<file path="src/rtl/seq_booth_mult_pkg.sv">
// Shared types and constants for the sequential radix-2 Booth multiplier.
package seq_booth_mult_pkg;

    typedef enum logic {
        ST_IDLE = 1'b0,
        ST_CALC = 1'b1
    } state_t;

    // Booth pair {Q[0], q_-1} codes that require an add or a subtract.
    localparam logic [1:0] BOOTH_ADD = 2'b01;
    localparam logic [1:0] BOOTH_SUB = 2'b10;

endpackage

</file>
<file path="src/rtl/seq_booth_mult_booth_step.sv">
// One combinational radix-2 Booth step: conditional add/sub of M into A,
// then arithmetic right shift of the combined {A, Q, q_-1} register.
module booth_step
    import seq_booth_mult_pkg::*;
#(
    parameter int N = 17
) (
    input  logic [N-1:0] a_in,
    input  logic [N-1:0] q_in,
    input  logic         qm1_in,
    input  logic [N-1:0] m_in,
    output logic [N-1:0] a_out,
    output logic [N-1:0] q_out,
    output logic         qm1_out
);

    logic [N-1:0] a_sum;

    always_comb begin
        case ({q_in[0], qm1_in})
            BOOTH_ADD: a_sum = a_in + m_in;
            BOOTH_SUB: a_sum = a_in - m_in;
            default:   a_sum = a_in;
        endcase
        // The sign bit of A is replicated so the shift stays arithmetic.
        a_out   = {a_sum[N-1], a_sum[N-1:1]};
        q_out   = {a_sum[0], q_in[N-1:1]};
        qm1_out = q_in[0];
    end

endmodule

</file>
<file path="src/rtl/seq_booth_mult.sv">
// Parametrised sequential radix-2 Booth multiplier with start/busy/done
// handshake; one Booth step per clock, W+1 steps per product.
module seq_booth_mult
    import seq_booth_mult_pkg::*;
#(
    parameter int W  = 16,
    parameter int CW = 6
) (
    input  logic           clk,
    input  logic           rst,
    input  logic           start,
    input  logic           sgn,
    input  logic [W-1:0]   x,
    input  logic [W-1:0]   y,
    output logic [2*W-1:0] p,
    output logic           busy,
    output logic           done
);

    localparam int N = W + 1;

    state_t          state_q, state_d;
    logic [N-1:0]    a_q, a_d;
    logic [N-1:0]    q_q, q_d;
    logic            qm1_q, qm1_d;
    logic [N-1:0]    m_q, m_d;
    logic [CW-1:0]   cnt_q, cnt_d;
    logic [2*W-1:0]  p_q, p_d;
    logic            busy_q, busy_d;
    logic            done_q, done_d;

    logic [N-1:0]    a_step, q_step;
    logic            qm1_step;

    booth_step #(.N(N)) u_step (
        .a_in    (a_q),
        .q_in    (q_q),
        .qm1_in  (qm1_q),
        .m_in    (m_q),
        .a_out   (a_step),
        .q_out   (q_step),
        .qm1_out (qm1_step)
    );

    always_comb begin
        state_d = state_q;
        a_d     = a_q;
        q_d     = q_q;
        qm1_d   = qm1_q;
        m_d     = m_q;
        cnt_d   = cnt_q;
        p_d     = p_q;
        done_d  = 1'b0;
        case (state_q)
            ST_IDLE: begin
                if (start) begin
                    // Operands widen by one bit so unsigned values stay positive.
                    a_d     = '0;
                    q_d     = {sgn & y[W-1], y};
                    qm1_d   = 1'b0;
                    m_d     = {sgn & x[W-1], x};
                    cnt_d   = CW'(N);
                    state_d = ST_CALC;
                end
            end
            ST_CALC: begin
                a_d   = a_step;
                q_d   = q_step;
                qm1_d = qm1_step;
                cnt_d = cnt_q - CW'(1);
                if (cnt_q == CW'(1)) begin
                    p_d     = {a_step[W-2:0], q_step};
                    done_d  = 1'b1;
                    state_d = ST_IDLE;
                end
            end
            default: state_d = ST_IDLE;
        endcase
        busy_d = (state_d == ST_CALC);
    end

    always_ff @(posedge clk or posedge rst) begin
        if (rst) begin
            state_q <= ST_IDLE;
            a_q     <= '0;
            q_q     <= '0;
            qm1_q   <= 1'b0;
            m_q     <= '0;
            cnt_q   <= '0;
            p_q     <= '0;
            busy_q  <= 1'b0;
            done_q  <= 1'b0;
        end else begin
            state_q <= state_d;
            a_q     <= a_d;
            q_q     <= q_d;
            qm1_q   <= qm1_d;
            m_q     <= m_d;
            cnt_q   <= cnt_d;
            p_q     <= p_d;
            busy_q  <= busy_d;
            done_q  <= done_d;
        end
    end

    assign p    = p_q;
    assign busy = busy_q;
    assign done = done_q;

endmodule
</file>
<file path="config.mk">
export PLATFORM = sky130hd
export DESIGN_NAME = seq_booth_mult
export DESIGN_NICKNAME = d
export VERILOG_FILES = /design/src/rtl/seq_booth_mult_pkg.sv /design/src/rtl/seq_booth_mult_booth_step.sv /design/src/rtl/seq_booth_mult.sv
export SDC_FILE = /design/constraint.sdc
export NUM_CORES = 1
export LEC_CHECK = 0
export ABC_AREA = 1
export CAP_MARGIN = 20
export CORE_MARGIN = 4
export CORE_UTILIZATION = 52
export CTS_BUF_LIST = sky130_fd_sc_hd__clkbuf_8
export DETAILED_ROUTE_END_ITERATION = 10
export PLACE_DENSITY = 0.88
export SLEW_MARGIN = 5
export SYNTH_ARGS = -nofsm -noshare
export SYNTH_HDL_FRONTEND = slang
export SYNTH_SLANG_ARGS = --single-unit
</file>
<file path="constraint.sdc">
create_clock -name clk -period 3 [get_ports clk]
set_input_delay 0.6 -clock clk [delete_from_list [all_inputs] [get_ports clk]]
set_output_delay 0.6 -clock clk [all_outputs]
set_load 0.02 [all_outputs]
</file>
# Word-level counts from Yosys, hierarchy flattened
# Index checks and enable logic that the tools add are counted.
# classes
add_sub_neg	3
n_eq_ne	4
muxes	14
bitwise_logic	3
reduce_logical	2
# op_table
op	n
17-bit one-hot mux with 2 select lines	3
17-bit two-way mux	2
17-bit adder	1
17-bit subtractor	1
6-bit one-hot mux with 2 select lines	1
6-bit by 1-bit == test with 1-bit output, second input constant	1
6-bit two-way mux	1
6-bit by 1-bit subtractor with 6-bit output, second input constant	1
1-bit two-way mux	5
1-bit one-hot mux with 2 select lines	2
2-bit AND reduction	2
1-bit AND	2
2-bit by 1-bit == test with 1-bit output, second input constant	1
2-bit == test, second input constant	1
2-bit inequality test, second input constant	1
1-bit inverter	1
# word_totals
regBits	92
out_inout_bits	34
elab_cells	34

# Logic depth before layout (Yosys ltp)
# depth
ltp_word	3
mapped_depth	20
mapped_depth_nobuf	20

# Modules after synthesis
# From an unflattened synthesis, not the netlist that was laid out.
# unflattened
cells_unflattened	695
area_unflattened_um2	5401.4
# modules_own_cells
mod	n_inst	cells_each	area_per_inst_um2	seq_area_each_um2
seq_booth_mult	1	392	3711.1	2302.2
booth_step	1	303	1690.4	0.0

# Worst setup path after synthesis
# OpenSTA, ideal clock, no wires.
# synth_timing
kind	reg2reg
from	register m_q[0]
to	register a_q[15]
setup_ns	0.121
arrival_ns	2.215
path_slack_ns	0.664
path_stages_with_launch	20
n_path_buf	0
period_less_slack_ns	2.336
path_cell_list	dfrtp_1 -> inv_1 -> ha_1 -> nand3_2 -> nor2_1 -> nor2_1 -> a21oi_1 -> xnor2_1 -> inv_1 -> ha_1 -> nand2_1 -> inv_1 -> nand2_1 -> nand2_1 -> nand2_1 -> nand2_1 -> a21oi_1 -> nand3_1 -> nand3_1 -> nand2_1
# synth_between
elab_chain_len	3
elab_cells_between_ends	4
classes_between	2 x add/sub; 2 x mux
# synth_rtl
element	line_no	rtl
from (decl)	seq_booth_mult.sv:26	logic [N-1:0] m_q, m_d;
from (signal assigned)	seq_booth_mult.sv:98	m_q <= m_d;
17-bit subtractor / 17-bit adder (equally long branches)	seq_booth_mult_booth_step.sv:22, seq_booth_mult_booth_step.sv:21	
17-bit one-hot mux with 2 select lines (*)	seq_booth_mult_booth_step.sv:20	case ({q_in[0], qm1_in})
17-bit one-hot mux with 2 select lines (*)	seq_booth_mult.sv:54	case (state_q)
to (signal assigned)	seq_booth_mult.sv:85	a_q <= '0;
to (signal assigned)	seq_booth_mult.sv:95	a_q <= a_d;
to (decl)	seq_booth_mult.sv:23	logic [N-1:0] a_q, a_d;
# Every way passes the cells marked *; elsewhere a longest branch is shown, timed or not.
# A chain may end at the register's enable or synchronous reset.

# Worst setup path in the final report
# layout_timing
from	register m_q[0]
to	register p_q[30] (netlist: p[30])
# layout_between
elab_chain_len	2
elab_cells_between_ends	3
classes_between	2 x add/sub; 1 x mux
# layout_rtl
element	line_no	rtl
17-bit subtractor / 17-bit adder (equally long branches)	seq_booth_mult_booth_step.sv:22, seq_booth_mult_booth_step.sv:21	
17-bit one-hot mux with 2 select lines (*)	seq_booth_mult_booth_step.sv:20	
to (signal assigned)	seq_booth_mult.sv:100	p_q <= p_d;
to (decl)	seq_booth_mult.sv:28	logic [2*W-1:0] p_q, p_d;
# Marks and branches as above.

==> results.tsv <==
stage	metric	value	unit
run_status	status	complete, no violations	
synth	fraction of the yosys area taken by sequential cells	43.65	%
setup_path	crit-path most repeated cell	nand2_1	
setup_path	CP Class	flip-flop to flip-flop	
global_route	Tot GR Track Use	23.95	%
layout	# nets final	825	
setup_path	Reg2Reg Depth	19	
setup_path	Crit path largest cell delay	390	ps
min_path	Hold Path Cell Cnt	2	
sta	Final period util	91.03	%
synth	FFs w/ async S/R, synth	100.0	%
sta	RSZ-0062 raised after global routing	no	
route	Routed Antenna Nets	0	
global_route	largest net degree at the start of global routing	92	
global_route	wire length of the first global-routing pass	22.25	mm
cts	Clock transition at path regs	90	ps
setup_path	Worst Setup SP	m_q[0]	
floorplan	Initial Utilization	53.38	%
synth	largest cells by area after synthesis	dfrtp_1 (44%), nand2_1 (19%), inv_1 (6.5%)	
placement	post-detail-place hpwl	9.737	mm
setup_path	reg2reg start	m_q[0]	
cts	Clock Path Buffers	2	
layout	Area Overhead vs Synth	19.33	%
sta	Final Skew	13.62	ps
cts	Post-CTS Hold Fix Bufs	0	
route	DRC viols	0	
cts	clock root buffer	clkbuf_8	
floorplan	Rows	36	
synth	Syn Inst Count	701	
setup_path	Worst EP required	3260	ps
sta	Relative slew margins	57.00	%
cts	CTS resizes	0	
setup_path	R2R setup slack	270	ps
synth	post-synth cell types	40	
layout	Filler cells	838	
synth	Synth area leader	dfrtp_1	
cts	postcts setup bufs	0	
route	drt total wl	13.07	mm
cts	CTS tree	built	
placement	Port Buf Inserts	69	
route	initial drt markers	336	
floorplan	core box area	9774	µm²
setup_path	startpoint types	flip-flop	
setup_path	type of destination of the critical path	flip-flop	
floorplan	Chip Width	108.2	µm
cts	CTS H-tree depth	3	
route	routed via count	4729	
synth	Synth Cell Area	5218	µm²
sta	final worst slack	269.2	ps
global_route	vias in the first global route	4685	
setup_path	CP max FO	5	
sta	Final Max Tran Viols	0	
flow_run	Max Cap Viol	0	
sta	Max Fclk	0.3662	GHz
synth	Top FF cell, synth	dfrtp_1	
sta	final setup violation count	0	
synth	EDFF count, synth	0	
sta	Fin Hold WS	492.5	ps
floorplan	io pins	70	
route	routed vias/inst	5.220	
min_path	Hold Path Class	flip-flop to flip-flop	
sta	Tightest Pin Transition	644.3	ps
layout	ANT cells	0	
cts	Num CTS Buffers	9	
global_route	remaining global-route overflow	0	
cts	worst skew pair latency	370	ps
sta	final hold viol count	0	
placement	pre-CTS setup slack	312.3	ps
synth	synth warn	0	
global_route	antenna violations before repair	0	
route	DRT Pass-1 Iters	5	
setup_path	critical path arrival	2990	ps
sta	Tmin final	2731	ps
min_path	Hold Crit Start	p[29]	
synth	Synthesized Nets	758	
setup_path	Critical Path, Cell by Cell	inv_1 > ha_1 > nand3_2 > nor2_1 > nand2_1 > nand2_2 > xnor2_1 > inv_1 > ha_1 > nand2_1 > inv_1 > nand2_1 > nand2_1 > a21oi_1 > nand2_1 > nand2_1 > nand3_1 > nand3_1 > nand2_1	
floorplan	Die H	108.2	µm
cts	clk sinks	91	
synth	register bit total from synthesis	91	
synth	top cell type's share of synthesized area	43.65	%
setup_path	CP max stage cell	dfrtp_1	
floorplan	Die ar.	11700	µm²
synth	syn avg cell area	7.443	µm²
sta	setup_tns	0	ps
route	drt wl/cell	14.42	µm
placement	Placer Congestion	0.9681	
layout	share of layout cells above drive strength 1	6.986	%
layout	Final Util	63.70	%
worst max-delay path: cells and delay by family (launching register included):
| kind | cells | cell delay (ps) |
|---|---|---|
| AND/OR/NAND/NOR | 12 | 1110 |
| adder cells (fa/ha/maj) | 2 | 540 |
| flip-flops | 1 | 390 |
| buffers and inverters | 3 | 230 |
| AO/OA/AOI/OAI | 1 | 220 |
| XOR/XNOR | 1 | 130 |
synthesized netlist by cell type (2+ instances only):
master and count:
or2_2 3, buf_2 6, o22ai_1 5, o31ai_1 2
xnor2_1 6, nor3_1 2, nand4_1 3, o211ai_1 5
nor2_1 35, buf_6 2, a22oi_1 3, nand3_2 5
o221ai_1 10, nand3_1 35, o21ai_1 7, nor2_4 2
ha_1 20, clkbuf_1 12, o21ai_0 36, and2_1 4
nand2_1 265, dfrtp_1 91, a21oi_1 10, inv_2 9
nand2_2 8, xor2_1 11, inv_1 91
state kept, by name (all words and copies together) (netlist names):
name   cells
m_q       17
done       1
cnt_q      6
busy       1
a_q       16
qm1_q      1
p         32
q_q       17
layout make-up:
class                           count  area, µm²  share of cell area (%)
Clock inverter                      7      46.29                  0.7436
Timing Repair Buffer               77      775.7                   12.46
Tap cell                          133      166.4                   2.673
Sequential cell                    91       2277                   36.58
Multi-Input combinational cell    488       2456                   39.45
Clock buffer                        9      123.9                   1.990
Inverter                          101      380.4                   6.109
logic make-up (layout without fill, tap and decap cells):
| family | after synthesis | count (layout) | synth area share [%] |
|---|---|---|---|
| AND/OR/NAND/NOR | 368 | 368 | 29.62 |
| buffers and inverters | 122 | 194 | 9.280 |
| flip-flops | 91 | 91 | 43.65 |
| AO/OA/AOI/OAI | 81 | 81 | 9.233 |
| adder cells (fa/ha/maj) | 21 | 21 | 5.180 |
| XOR/XNOR | 17 | 17 | 2.854 |
| multiplexers | 1 | 1 | 0.1919 |
cell usage in the layout (no fill, tap or decap), types with 7 or more instances in the layout:
cell type / count
a21oi_1: 10
clkbuf_8: 9
clkdlybuf4s50_1: 69
dfrtp_1: 91
ha_1: 20
inv_1: 92
inv_2: 9
nand2_1: 265
nand2_2: 8
nand3_1: 35
nor2_1: 35
o21ai_0: 36
o21ai_1: 7
o221ai_1: 10
xor2_1: 11
through the flow:
step,instance area (µm²),std cells
after global placement,6056,890
after CTS,6226,906
after floorplan,5218,701
after global routing,6226,906
after detailed placement,6056,890
final,6226,906
path summary, 6_finish.rpt:
| kind | endpoint |
|---|---|
| max in group asynchronous | p[26] |
| min in group asynchronous | p[19] |
| setup reg to reg | p[30] |
| setup / recovery | p[30] |
| hold reg to reg | p[29] |
| hold / removal | p[29] |
metal layers:
metal / part of all wire (%) / global-route usage, %
met5: 0 / 0
met4: 1.8 / 8.206
met3: 4.4 / 3.463
met2: 49 / 40.14
met1: 44 / 31.93
Power is not shown: default switching activity piles up to over one toggle a cycle in this logic, so the estimate is an artifact.
